## config.mk

```make
export PLATFORM = sky130hd
export DESIGN_NAME = serial_wb_regslave
export DESIGN_NICKNAME = d
export VERILOG_FILES = /design/src/rtl/serial_wb_regslave.sv
export SDC_FILE = /design/constraint.sdc
export NUM_CORES = 1
export LEC_CHECK = 0
export ABC_AREA = 1
export CAP_MARGIN = 20
export CORE_MARGIN = 2
export CORE_UTILIZATION = 53
export CTS_BUF_LIST = sky130_fd_sc_hd__clkbuf_8
export CTS_CLUSTER_SIZE = 30
export DETAILED_ROUTE_END_ITERATION = 6
export PLACE_DENSITY = 0.9
export RECOVER_POWER = 50
export SYNTH_ARGS = -nofsm -noshare
export SYNTH_HDL_FRONTEND = slang
export SYNTH_SLANG_ARGS = --single-unit
```

## constraint.sdc

```tcl
create_clock -name clk_i -period 2.75 [get_ports clk_i]
set_input_delay 0.6875 -clock clk_i [delete_from_list [all_inputs] [get_ports clk_i]]
set_output_delay 0.6875 -clock clk_i [all_outputs]
set_load 0.01 [all_outputs]
```

## src/rtl/serial_wb_regslave.sv

```systemverilog
// serial_wb_regslave: Wishbone register-bank slave with fixed wait states and ack/err/rty termination
module serial_wb_regslave #(
  parameter int ADDR_BITS   = 3,
  parameter int WAIT_STATES = 1
) (
  input  logic                        clk_i,
  input  logic                        rst_i,
  input  logic [31:0]                 wbs_adr_i,
  input  logic [31:0]                 wbs_dat_i,
  output logic [31:0]                 wbs_dat_o,
  input  logic [3:0]                  wbs_sel_i,
  input  logic                        wbs_cyc_i,
  input  logic                        wbs_stb_i,
  input  logic                        wbs_we_i,
  input  logic                        wbs_lock_i,
  output logic                        wbs_ack_o,
  output logic                        wbs_err_o,
  output logic                        wbs_rty_o,
  input  logic                        busy_i,
  output logic [32*(1<<ADDR_BITS)-1:0] regs_o
);
  localparam int N = 1 << ADDR_BITS;
  typedef enum logic [1:0] {S_IDLE, S_WAIT, S_TERM} state_t;
  typedef enum logic [1:0] {K_OK, K_ERR, K_RTY} kind_t;
  state_t state_q, state_d;
  kind_t kind_q, kind_d;
  logic [3:0] cnt_q, cnt_d;
  logic [31:0] dat_q, dat_d;
  logic [31:0] regs_q [N];
  logic [31:0] regs_d [N];
  logic req, oor, enter_ok;
  logic [ADDR_BITS-1:0] idx;
  logic [31:0] mask;
  logic unused_ok;
  assign unused_ok = ^{wbs_lock_i, wbs_adr_i[1:0]};
  assign req  = wbs_cyc_i & wbs_stb_i;
  assign oor  = |wbs_adr_i[31:ADDR_BITS+2];
  assign idx  = wbs_adr_i[ADDR_BITS+1:2];
  assign mask = {{8{wbs_sel_i[3]}}, {8{wbs_sel_i[2]}}, {8{wbs_sel_i[1]}}, {8{wbs_sel_i[0]}}};
  assign enter_ok = (state_d == S_TERM) && (state_q != S_TERM) && (kind_d == K_OK);
  // Next state, response kind capture, and the access performed on the edge entering TERM
  always_comb begin
    state_d = state_q;
    kind_d  = kind_q;
    cnt_d   = cnt_q;
    regs_d  = regs_q;
    dat_d   = '0;
    case (state_q)
      S_IDLE: if (req) begin
        kind_d  = oor ? K_ERR : busy_i ? K_RTY : K_OK;
        state_d = (WAIT_STATES == 0) ? S_TERM : S_WAIT;
        cnt_d   = (WAIT_STATES == 0) ? 4'd0 : 4'(WAIT_STATES - 1);
      end
      S_WAIT: begin
        state_d = !req ? S_IDLE : (cnt_q == 4'd0) ? S_TERM : S_WAIT;
        cnt_d   = (req && cnt_q != 4'd0) ? cnt_q - 4'd1 : cnt_q;
      end
      default: state_d = S_IDLE;
    endcase
    if (enter_ok && wbs_we_i) regs_d[idx] = (regs_q[idx] & ~mask) | (wbs_dat_i & mask);
    if (enter_ok && !wbs_we_i) dat_d = regs_q[idx] & mask;
  end
  // State, counter, read data and register bank
  always_ff @(posedge clk_i) begin
    if (rst_i) begin
      state_q <= S_IDLE;
      kind_q  <= K_OK;
      cnt_q   <= '0;
      dat_q   <= '0;
      regs_q  <= '{default: '0};
    end else begin
      state_q <= state_d;
      kind_q  <= kind_d;
      cnt_q   <= cnt_d;
      dat_q   <= dat_d;
      regs_q  <= regs_d;
    end
  end
  assign wbs_ack_o = (state_q == S_TERM) && (kind_q == K_OK);
  assign wbs_err_o = (state_q == S_TERM) && (kind_q == K_ERR);
  assign wbs_rty_o = (state_q == S_TERM) && (kind_q == K_RTY);
  assign wbs_dat_o = dat_q;
  for (genvar k = 0; k < N; k++) begin : g_regs
    assign regs_o[32*k +: 32] = regs_q[k];
  end
endmodule

```

# --- Yosys cells after proc, flatten, opt, wreduce, memory -nomap -nowiden ---
# Index checks and enable logic that the tools add are counted.
op_classes:
  n_addsub: 1
  n_lt_le_gt_ge: 2
  eq_ne: 8
  muxes: 17
  bitwise_logic: 8
  n_reduce_logical: 19
op_table:
  columns: ["operator", "n"]
  rows:
  - ["bitwise mux 256 bit", 1]
  - ["AND 32 bit", 3]
  - ["binary-select mux 32 bit (select 3 bit)", 1]
  - ["demux 32 bit (select 3 bit)", 1]
  - ["two-way mux 32 bit", 3]
  - ["NOT 32 bit", 1]
  - ["bitwise OR 32 bit", 1]
  - ["OR reduction 27 bit", 1]
  - ["two-way mux 2 bit", 7]
  - ["logical AND 1 bit", 9]
  - ["two-way mux 4 bit", 2]
  - ["case mux 4 bit (2 select lines)", 1]
  - ["equality test 2 bit, second input constant", 3]
  - ["zero test 2 bit", 3]
  - ["!= test 2 bit, second input constant", 3]
  - ["equality test 2 x 1 -> 1 bit, second input constant", 2]
  - [">= comparator 4 bit, second input constant", 1]
  - ["zero test 4 bit", 1]
  - ["< comparator 4 x 1 -> 1 bit, second input constant", 1]
  - ["NOT 3 -> 4 bit", 1]
  - ["case mux 2 bit (2 select lines)", 1]
  - ["nonzero test 4 bit", 1]
  - ["subtractor 4 x 1 -> 4 bit, second input constant", 1]
  - ["AND reduction 3 bit", 1]
  - ["other kinds (5)", 5]
totals:
  reg_bits: 296
  output_inout_bits: 291
  elab_cells: 67

# --- Longest topological paths before layout ---
# Gate-level depths: netlist (run 1).
depth:
  word_depth: 10
  depth_mapped: 14
  ltp_nobuf: 12

# --- Worst setup path after synthesis (run 1) ---
# No wires, ideal clock.
synth_timing:
  path_kind: "input port to flip-flop"
  startpoint: "input port wbs_adr_i[29]"
  endpoint: "register regs_q, in the netlist regs_o[164]"
  setup_ns: 0.110
  arrival_ns: 2.039
  required_time_ns: 2.640
  setup_slack_ns: 0.602
  path_stages: 14
  n_path_buf: 2
  path_cell_list: "inv_1 -> nand2_1 -> nor2_1 -> nand2_1 -> nor2_1 -> nand2_1 -> nand2_1 -> nand2_1 -> nor2_1 -> clkbuf_1 -> clkbuf_1 -> nand4_1 -> nand2_1 -> nor2_1"
synth_via:
  elab_chain_len: 7
synth_lines:
  columns: ["item", "line_no", "source"]
  rows:
  - ["from (decl)", "8", "input logic [31:0] wbs_adr_i,"]
  - ["OR reduction 27 bit", "37", "assign oor = |wbs_adr_i[31:ADDR_BITS+2];"]
  - ["two-way mux 2 bit", "50", "kind_d = oor ? K_ERR : busy_i ? K_RTY : K_OK;"]
  - ["two-way mux 2 bit", "49", "S_IDLE: if (req) begin"]
  - ["two-way mux 2 bit", "48", "case (state_q)"]
  - ["zero test 2 bit", "40", "assign enter_ok = (state_d == S_TERM) && (state_q != S_TERM) && (kind_d == K_OK);"]
  - ["logical AND 1 bit", "40", null]
  - ["logical AND 1 bit", "60", "if (enter_ok && wbs_we_i) regs_d[idx] = (regs_q[idx] & ~mask) | (wbs_dat_i & mask);"]
  - ["to (signal assigned)", "76", "regs_q <= regs_d;"]
  - ["to (decl)", "29", "logic [31:0] regs_q [N];"]
# Every way passes these cells.
# A chain may end at the register's enable or synchronous reset.

# --- Final worst setup path (run 1) ---
layout_timing:
  startpoint: "register state_q[0]"
  endpoint: "output port wbs_err_o"
layout_via:
  elab_chain_len: 2
layout_lines:
  columns: ["item", "line_no", "source"]
  rows:
  - ["from (decl)", "25", "state_t state_q, state_d;"]
  - ["from (signal assigned)", "72", "state_q <= state_d;"]
  - ["equality test 2 bit", "80", "assign wbs_err_o = (state_q == S_TERM) && (kind_q == K_ERR);"]
  - ["logical AND 1 bit", "80", null]
  - ["to (decl)", "17", "output logic wbs_err_o,"]
# Every way passes these cells.

==> results, run 1 <==
- The number of antenna violations at the first check in global routing is 3.
- For this run, design rule violations remaining after detail routing come to 1.
- Counting the fill cells in the layout gives around 2,500.
- The final reports fail on design-rule violations.
- At the pin with the least slew margin, the transition time is about 640 ps.
- The placeable core region is between 30,000 and 40,000 µm².
- The clock passes through at most 3 buffers.
- The area of the mapped netlist is roughly 17,000 µm².
- The worst setup path is captured at an output pin.
- After detailed routing, the average wire length per cell comes to ~17 µm.
- Before antenna repair, the detailed router went through 7 iterations.
- The largest voltage drop on the vdd net is 396.2 µV.
- The final cycle utilization of the critical path is 0.9167.
- After global routing the overflow that remains totals 0.
- The boundary pin count is ~370.
- The first global-routing pass estimated about 96 mm of wire.
- TritonCTS built the clock tree.
- The clock arrives with slightly above 40 ps of skew.
- Port buffering added between 300 and 400 buffers.
- CTS built an H-tree with a depth of 2.
- In the post-route analysis, the smallest setup slack over all paths is 229.0 ps.
- The clock latency of the later-clocked register in the worst-skew pair is 590 ps.
- The number of nets in the synthesized netlist is 2,857.
- The cell row count is 65.
- STA classifies the critical path startpoint as a flop.
- In this run the tightest slew margin relative to its limit is 0.5718.
- Of the synthesized area, sequential elements account for 0.3536.
- The top routing layer in use is met4.
- Setup repair after global routing left no endpoint under its margin.
- For this block, the via count after detailed routing is between 15,000 and 20,000.
- Adding up every negative setup slack in the final design gives 0 ps.
- For this block, the routed nets add up to 61.73 mm of wire.
- The number of hold-repair buffers added at the cts stage is 0.
- The average instance area after synthesis is around 6 µm².
- The final hold violation count is 0.
- The die width is ~180 µm.
- Counting every instance in the synthesized netlist gives approximately 2,800.
- After the first detailed-routing iteration, the DRC count stood at 2,440.
- The worst hold path cell count is 2.
- The initial standard-cell utilization of the core is 0.5351.
- Gates resized during post-CTS repair numbered 0.
- The worst-case setup slack after placement is -88.74 ps.
- For this design the static power due to leakage is around 11 nW.
- Buffers added to address setup during post-CTS repair amount to 0.
- The register area is 5926 µm².
- The die covers between 30,000 and 40,000 µm².
- Summing all multi-input logic gate instances after layout gives roughly 7800 µm².
- The via count of the first global-routing pass is about 18,000.
- The flow ran to the end, but the final reports show violations.
- For this block, wires on met1 add up to between 20 and 25 mm.
- Routability-driven placement finished with a final weighted congestion of about 0.9.
- The clock tree root driver cell is sky130_fd_sc_hd__clkbuf_8.
- The count of nets left with antenna violations once routing finished came out at 0.
- Data arrives at the worst endpoint at about 1800 ps.
- The maximum fanout encountered on the critical timing path is 4.
- From synthesis to final layout, the design area changed by 31.79%.
- The netlist uses 28 different library cells.
- The class of the tightest hold or removal check is reg2reg.
- Counting every sink on the clock net gives 296.
- Across every metal layer, demand over resource in global routing totals 0.3639.
- The final-stage net count is 3,180.
- Clock-pin slew was measured on the worst setup and hold paths at approximately 60 ps.
- For this run, the top clock speed supported by timing is slightly below 400 MHz.
- The maximum number of pins on one net before global-route repair is 124.
- The required time reported for the critical path endpoint is between 2000 and 2500 ps.
- The final number of setup-violating endpoints is 0.
- Counting I/O delays and the setup requirement, the final critical path takes between 2000 and 3000 ps.
- The utilization of the core after routing is 0.7053.
- The height of the die is around 180 µm.
- The critical path start-end classification is reg2out.
- The flip-flop and latch count after synthesis is around 300.
- The final-report max-slew violation count is 0.
- The reported max-cap violation count is 0.
- The worst reg-to-reg path cell count is 12.
- The estimated wirelength of the detail-placed design is 41.41 mm.
- After detailed routing, the met2 layer carries approximately 28 mm of wire.
- The routed length on met3 is between 7 and 8 mm.
- The warning count from the yosys run is 0.
- The power density over the cells is about 430 nW/µm².
- The number of buffers created by CTS is 50.
- Using the TritonRoute via totals, the vias-per-cell ratio works out to around 5.5.
- The share of cells above drive strength 1 is 0.07288.
[final timing paths]
check,start,endpoint,slack (ps)
worst max register to register,cnt_q[0],wbs_dat_o[26],340
worst min register to register,cnt_q[1],cnt_q[1],500
worst min-delay path,cnt_q[1],cnt_q[1],500
worst max-delay path,state_q[0],wbs_err_o,230
[cells in the mapped netlist (all sizes together)]
library cell	number	area share
nand2	913	0.20
inv	552	0.12
nor2	309	0.069
dfxtp	296	0.35
nand4	275	0.11
buf	133	0.047
o21ai	120	0.036
clkbuf	49	0.011
nand3	45	0.014
a21oi	37	0.012
or2	32	0.012
nor3	12	0.0042
clkinv	3	0.00067
a211oi	1	0.00045
and2	1	0.00037
and3	1	0.00037
ha	1	0.00075
nor3b	1	0.00045
[registers in the layout (all words and copies together), names as in the netlist]
register and flops:
cnt_q 4, kind_q 2, wbs_dat_o 32, state_q 2, regs_o 256
[critical path, cell delays in order (launching register included)]
cell	delay (ps)
sky130_fd_sc_hd__dfxtp_1	310
sky130_fd_sc_hd__inv_1	130
sky130_fd_sc_hd__nand2_1	110
sky130_fd_sc_hd__nor3_1	140
sky130_fd_sc_hd__clkdlybuf4s50_1	560
[metrics by stage]
step	std cells	hold slack [ps]	instance area [µm²]	total power, mW
final	3546	495.7	22080	9.421
after detailed placement	3454	488.8	21050	5.376
after floorplan	2781	455.4	16760	4.933
after global routing	3546	545.7	22080	9.711
after CTS	3544	498.5	22090	9.389
after global placement	3454	473.6	21050	5.356
[logic make-up (layout without fill, tap and decap cells)]
kind of cell             Yosys count  in the layout  share of synthesized area
other                              0              2                          0
AND/OR/NAND/NOR                 1589           1589                     0.4151
adder cells (fa/ha/maj)            1              1                  0.0007466
flip-flops                       296            296                     0.3536
AO/OA/AOI/OAI                    158            158                    0.04801
buffers and inverters            737           1098                     0.1825
[routing by layer]
layer / up-vias / track usage
met5: - / 0
met4: 0 / 0.2062
met3: 274 / 0.07922
met2: 1391 / 0.5917
met1: 8652 / 0.4471
li1: 9118 / -
[cell usage in the layout (no fill, tap or decap), types with 2 or more instances in the layout]
master,n
sky130_fd_sc_hd__a21oi_1,36
sky130_fd_sc_hd__buf_12,34
sky130_fd_sc_hd__buf_2,2
sky130_fd_sc_hd__buf_4,55
sky130_fd_sc_hd__clkbuf_1,2
sky130_fd_sc_hd__clkbuf_8,69
sky130_fd_sc_hd__clkdlybuf4s50_1,82
sky130_fd_sc_hd__clkinv_1,2
sky130_fd_sc_hd__clkinv_2,8
sky130_fd_sc_hd__clkinvlp_4,2
sky130_fd_sc_hd__dfxtp_1,296
sky130_fd_sc_hd__diode_2,2
sky130_fd_sc_hd__dlygate4sd3_1,277
sky130_fd_sc_hd__inv_1,555
sky130_fd_sc_hd__inv_2,8
sky130_fd_sc_hd__nand2_1,911
sky130_fd_sc_hd__nand2_2,2
sky130_fd_sc_hd__nand3_1,44
sky130_fd_sc_hd__nand4_1,267
sky130_fd_sc_hd__nand4_4,8
sky130_fd_sc_hd__nor2_1,307
sky130_fd_sc_hd__nor2_4,2
sky130_fd_sc_hd__nor3_1,9
sky130_fd_sc_hd__nor3_2,2
sky130_fd_sc_hd__o21ai_0,120
sky130_fd_sc_hd__or2_2,32
[where the power goes]
group	switching [mW]	total (mW)	internal [mW]
Clock	1.88	4.11	2.22
Sequential	0.00829	4.31	4.30
Combinational	0.664	1.01	0.343
Total	2.55	9.42	6.87
[layout make-up]
cell class,instances,share of cell area
diodes,2,0.0002266
flip-flops and latches,296,0.2683
well taps,402,0.02278
clock buffers,69,0.04301
repair buffers,453,0.2136
clock inverters,21,0.004363
multi-input cells,1748,0.3531
inverters,555,0.09468
(Power assumes the default switching activity.)
==> inputs of run 2 (changes only) <==
--- a/config.mk
+++ b/config.mk
@@ -6,13 +6,12 @@
 export NUM_CORES = 1
 export LEC_CHECK = 0
 export ABC_AREA = 1
-export CAP_MARGIN = 20
+export CAP_MARGIN = 5
 export CORE_MARGIN = 2
-export CORE_UTILIZATION = 53
-export CTS_BUF_LIST = sky130_fd_sc_hd__clkbuf_8
+export CORE_UTILIZATION = 52
 export CTS_CLUSTER_SIZE = 30
 export DETAILED_ROUTE_END_ITERATION = 6
-export PLACE_DENSITY = 0.9
+export PLACE_DENSITY = 0.89
 export RECOVER_POWER = 50
 export SYNTH_ARGS = -nofsm -noshare
 export SYNTH_HDL_FRONTEND = slang
==> run 2 against run 1 <==
Against the previous run: the run now ends clean; clock-buffer cell count shrank 14; critical path depth is the same; worst hold slack gained 2.0 ps; setup slack gained 93 ps; highest routed layer unchanged.
==> results, run 2 (synthesized netlist as in run 1, its figures left out) <==
- The leakage power total is around 11 nW.
- The growth of design area from synthesis to finish is 32.26%.
- The first global-routing pass estimated 95.91 mm of wire.
- In this run the most critical hold path is launched from cnt_q[1].
- In this run, CTS created clock tree buffers numbering 34.
- Dividing the detail-routed wire length by the instance count gives about 17 µm.
- STA classifies the critical path endpoint as an output pin.
- The endpoint identified for the worst register-to-register timing path is wbs_dat_o[3].
- The number of flip-flops under the largest register name is between 200 and 300.
- The maximum number of pins on one net before global-route repair is 120.
- The clock latency of the later-clocked register in the worst-skew pair is approximately 510 ps.
- The post-place instance area is ~21,000 µm².
- The end point of the most critical hold path is cnt_q[1].
- Counting every sink on the clock net gives between 200 and 300.
- The worst register-to-register path begins at cnt_q[0].
- The worst slew margin relative to its limit is 0.5435.
- Once detail routing completed, the nets flagged for antenna violations numbered 0.
- The total wire length after detailed routing is a little over 60 mm.
- The final-stage net count is ~3,200.
- The count of buffer and inverter cells on the critical path is 2.
- The boundary pin count is approximately 370.
- The final hold violation count came to 0.
- In this run, the number of DRC markers left after iteration 0 of detailed routing was roughly 2,300.
- Dividing the detail-routed via count by the number of cells gives approximately 5.5.
- The fill cell instance count of the final layout is ~2,500.
- The library cell used most frequently in the layout, excluding fill and tap cells, is sky130_fd_sc_hd__nand2_1.
- The pin slew with the least headroom to its limit is 683.2 ps.
- The finished cells cover 22,160 µm².
- Dividing total power by cell area gives a power density of roughly 440 nW/µm².
- Buffers inserted to repair hold after CTS numbered 0.
- The worst hold margin is about 500 ps.
- The area enclosed by the die boundary is 33,680 µm².
- The maximum fanout encountered on the critical timing path is 4.
- The total negative setup slack is 0 ps.
- The run finished with clean final reports.
- The worst hold path passes through 2 cells.
- The via count of the first global-routing pass was ~18,000.
- The final-report max-slew violation count is 0.
- The worst register-to-register path has a depth of 11.
- The worst setup path is launched from a flop.
- The slowest stage of the critical path belongs to the cell sky130_fd_sc_hd__clkdlybuf4s50_1.
- The required time reported for the critical path endpoint is 2060 ps.
- The setup path with the least slack is of type reg2out.
- The cell row count is 65.
- Buffers added to address setup during post-CTS repair amount to 0.
- The die width is ~180 µm.
- The number of antenna violations at the first check in global routing is 1.
- Routability-driven placement finished with a final weighted congestion of roughly 0.93.
- In this run the standard cell core region covers roughly 32,000 µm².
- In this design, the largest share of critical-path delay is due to buffers and inverters.
- The first TritonRoute pass finished after 6 iterations.
- The final number of setup-violating endpoints is 0.
- For this run, the share of the core covered by cells in the final layout is 0.7005.
- The highest attainable clock frequency is about 400 MHz.
- Traced cell by cell, the critical path runs through inv_1 > nand2_1 > nor3_1 > clkdlybuf4s50_1.
- The final worst clock skew is between 10 and 15 ps.
- The share of cells above drive strength 1 is 0.06553.
- The TritonCTS clock tree is yes.
- The number of vias after detailed routing is 19,412.
- The depth of the CTS H-tree is 2.
- For the worst setup path, the data arrival time is around 1700 ps.
- The final cycle utilization of the critical path is 0.8831.
- After detailed routing, the number of remaining DRC violations is 0.
- The total routing usage reported by global routing is 0.3563.
- The clock tree root driver cell is sky130_fd_sc_hd__clkbuf_16.
- Setup repair after global routing left no endpoint under its margin.
- For this configuration, the core starts out at a cell density of 0.5296.
- The clock period minus worst slack is between 2000 and 2500 ps.
- In the layout the commonest cells are sky130_fd_sc_hd__nand2_1 (911), sky130_fd_sc_hd__inv_1 (544), sky130_fd_sc_hd__nor2_1 (307).
- The height of the die is 183.5 µm.
- The register-to-register setup slack is about 440 ps.
- The number of I/O port buffers is 362.
- The global route total overflow is 0.
- The reported max-cap violation count is 0.
- The post-cts gate resize count is 0.
- In this design, the stage delay of the slowest critical-path cell is around 560 ps.
- The longest clock path from root to sink contains 3 buffers.
- The largest voltage drop on the vdd net is 350.7 µV.
- The tightest min-delay check is of the reg2reg type.
- The HPWL after detailed placement is about 42 mm.
- Clock-pin slew was measured on the worst setup and hold paths at roughly 60 ps.
[run 2: cell count changes in the layout (fill, tap and decap cells not counted)]
cell and change:
sky130_fd_sc_hd__buf_2 -1, sky130_fd_sc_hd__clkdlybuf4s50_1 -8, sky130_fd_sc_hd__inv_1 -11, sky130_fd_sc_hd__buf_4 +2, sky130_fd_sc_hd__clkinv_2 -2, sky130_fd_sc_hd__clkbuf_8 -60
sky130_fd_sc_hd__nor3_1 -1, sky130_fd_sc_hd__clkbuf_1 +8, sky130_fd_sc_hd__clkinvlp_4 -2, sky130_fd_sc_hd__nor3_2 +1, sky130_fd_sc_hd__clkbuf_16 +37, sky130_fd_sc_hd__dlygate4sd3_1 +8
[run 2: stage by stage]
step / cells / worst slack [ps] / total power, mW
6_report: 3517 / 321.6 / 9.826
5_1_grt: 3516 / 249.3 / 10.08
4_1_cts: 3515 / 317.5 / 9.794
3_5_place_dp: 3454 / -46.63 / 5.362
3_3_place_gp: 3454 / -2.783 / 5.344
2_1_floorplan: 2781 / 601.5 / 4.933
[run 2: tightest hold or removal path: stages, from the launching register on]
cell,delay (ps)
sky130_fd_sc_hd__dfxtp_1,300
sky130_fd_sc_hd__inv_1,70
sky130_fd_sc_hd__a211oi_1,70
[run 2: how the worst max path moves through the flow]
stage	from	to	slack (ps)	depth (start not counted)
5_1_grt	wbs_adr_i[30]	wbs_dat_o[18]	250	13
3_3_place_gp	wbs_adr_i[29]	wbs_dat_o[14]	-3	13
4_1_cts	state_q[0]	wbs_ack_o	320	4
3_5_place_dp	wbs_adr_i[7]	regs_o[182]	-50	12
6_report	state_q[0]	wbs_err_o	320	4
2_1_floorplan	wbs_adr_i[29]	regs_o[164]	600	14
[run 2: layout make-up]
class / instances / area, µm² / area share
flip-flops and latches: 296 / 5926 / 0.2674
multi-input cells: 1748 / 7801 / 0.3520
clock inverters: 6 / 30.03 / 0.001355
diodes: 2 / 5.005 / 0.0002258
well taps: 402 / 503.0 / 0.02270
inverters: 555 / 2091 / 0.09434
repair buffers: 453 / 4722 / 0.2131
clock buffers: 55 / 1084 / 0.04889
[run 2: power by group]
group / switching [mW] / leakage, nW / internal [mW]
Clock: 1.83 / 0.555 / 2.69
Sequential: 0.00845 / 2.38 / 4.30
Combinational: 0.661 / 7.95 / 0.332
Total: 2.50 / 10.9 / 7.32
[run 2: routing by layer]
| metal | vias to the layer above | global-route usage | routed length, µm |
|---|---|---|---|
| li1 | 9106 | - | - |
| met1 | 8722 | 0.4538 | 23070 |
| met2 | 1307 | 0.5754 | 27680 |
| met3 | 277 | 0.06121 | 7128 |
| met4 | 0 | 0.1936 | 3478 |
| met5 | - | 0 | 0 |
==> RTL edit, RTL diff (config.mk and constraints of run 1) <==
Take the reset off `dat_q` and load it in a clocked block of its own.
--- a/src/rtl/serial_wb_regslave.sv
+++ b/src/rtl/serial_wb_regslave.sv
@@ -67,5 +67,4 @@
       kind_q  <= K_OK;
       cnt_q   <= '0;
-      dat_q   <= '0;
       regs_q  <= '{default: '0};
     end else begin
@@ -73,7 +72,10 @@
       kind_q  <= kind_d;
       cnt_q   <= cnt_d;
-      dat_q   <= dat_d;
       regs_q  <= regs_d;
     end
+  end
+
+  always_ff @(posedge clk_i) begin
+    dat_q <= dat_d;
   end
   assign wbs_ack_o = (state_q == S_TERM) && (kind_q == K_OK);
Behaviour: same outputs for any inputs over 4 cycles, from zero or initial values and one cycle with rst_i high; that may be too few to reach the edited logic, so the function may still have changed.
==> RTL edit against run 1 <==
- power decreased by 3.3%
- sequential cell count unchanged
- area after synthesis decreased by 5.9%
- critical path depth unchanged
- worst setup slack got worse by 0.15 ns
- cell area decreased by 5.0%
- sequential power about the same
- routed wire length decreased by 2.6%
- clock power decreased by 2%
- critical path type unchanged
==> RTL edit: results (changes against run 1) <==
| Metric | Value |
|---|---|
| DIE WIDTH | 176 µm (-3.0%) |
| Top post-synthesis cells by count | nand2_1, inv_1, nor2_1 |
| Hold WC Path Type | flop to flop |
| Post-cts sizing count | 0 (unchanged) |
| Seq/Total Area, Yosys | 37.6% (+2.2 points) |
| Share of cells above drive strength 1 | 7.92% (+0.63 points) |
| First-pass GRT wire length | 90500 µm (-5.7%) |
| GPL Wtd Cong | 0.971 (+7.9%) |
| Clk slew on worst S/H paths | 0.06 ns (about the same) |
| Static Leak | 10.1 nW (-7.1%) |
| Slowest CP cell | clkdlybuf4s50_1 |
| Synth top area cells | dfxtp_1, nand2_1, inv_1 |
| Skew final | 0.0225 ns (-0.0191 ns) |
| Crit-path max cell delay | 0.60 ns (+0.04 ns) |
| Routed len/inst | 17.9 µm (+3.0%) |
| All-Layer GR Usage | 37.3% (+0.94 points) |
| Outcome | complete, no violations |
| Ys flop type | dfxtp_1 |
| Worst skew pair latency | around 0.6 ns |
| Relative max-transition margin | 60.1% (+2.9 points) |
| Layout Nets | 2991 (-5.9%) |
| Yosys warns | 0 (unchanged) |
| Max Buffers Root-to-Sink | 3 (unchanged) |
| Crit path DAT | 1.99 ns (+0.16 ns) |
| Vias per cell | 5.31 (-3.2%) |
| Port Buf Inserts | 362 (unchanged) |
| DR iter-0 viols | 2461 (+0.86%) |
| Max rail drop VDD | 0.388 mV (-2.1%) |
| H-Tree Depth | 2 (unchanged) |
| Syn nets | 2642 (-7.5%) |
| Max reg flops | 256 (unchanged) |
| Clock root buffer | clkbuf_8 |
| Number of setup buffers added after CTS | 0 (unchanged) |
| Number of global-route vias before repair | 16.4k (-11%) |
| CTS Buf Count | 50 (unchanged) |
| Pre-CTS setup slack | -0.0530 ns (+0.0357 ns) |
| Filler cells | 2466 (-1.1%) |
| Largest net degree at the start of global routing | 72 (-42%) |
| Antenna violations before repair | 6 (+3) |
| Asr flop ratio synth | 0% (unchanged) |
| DRT Pass-1 Iters | 7 (unchanged) |
| Netlist cell types | 33 (+18%) |
| Crit-path max FO | 4 (unchanged) |
| HPWL after DPL | 42300 µm (+2.1%) |
[RTL edit: worst paths after layout]
| kind | from | to | slack [ns] | depth (start not counted) |
|---|---|---|---|---|
| worst min register to register | kind_q[1]$_SDFF_PP0_ | kind_q[1]$_SDFF_PP0_ | 0.51 | 2 |
| worst max register to register | cnt_q[0]$_SDFFE_PP0P_ | regs_o[126]$_SDFFE_PP0P_ | 0.57 | 11 |
| worst min-delay path | kind_q[1]$_SDFF_PP0_ | kind_q[1]$_SDFF_PP0_ | 0.51 | 2 |
| worst max-delay path | state_q[0]$_SDFF_PP0_ | wbs_ack_o | 0.08 | 4 |
[RTL edit: layer usage]
metal,routed length [µm],vias to the layer above,track usage [%]
met3,7210,215,8.51
met1,23000,7973,48.3
li1,-,8387,-
met2,26800,1210,58.1
met4,3120,0,19.6
met5,0,-,0
[RTL edit: layout make-up]
cell class,count,area [µm²],area share (%)
antenna,6,15.0,0.0716
clock buffer,65,895,4.26
clock inverter,27,116,0.555
inverter,558,2100,10.0
multi-input combinational,1566,6910,32.9
sequential,296,5930,28.2
tap,390,488,2.33
timing repair buffer,443,4540,21.6
[RTL edit: kinds of logic after synthesis]
kind of cell / synth area share, %
buf+inv: 18.4
xor+xnor: 0.0556
fa+ha+maj: 0.0794
simple gates: 37.3
flops: 37.6
compound gates: 6.61
[RTL edit: through the flow]
stage	std cells	utilization (%)	cell area, µm²
CTS	3345	71.7	21100
global route	3351	71.2	21000
global placement	3253	68.3	20100
finish	3351	71.2	21000
detailed placement	3253	68.3	20100
floorplan	2566	-	15800
[RTL edit: where the power goes]
part           total [mW]  switching, mW  internal (mW)  leakage (nW)
Sequential           4.31        0.00765           4.30          2.38
Combinational       0.798          0.528          0.270          7.12
Clock                4.01           1.89           2.12         0.594
Total                9.11           2.43           6.68          10.1
[RTL edit: worst max-delay path, delay by kind of cell (launching register included)]
family	cells	cell delay [ns]
buffers and inverters	2	0.71
and+or+nand+nor	2	0.36
DFF	1	0.32
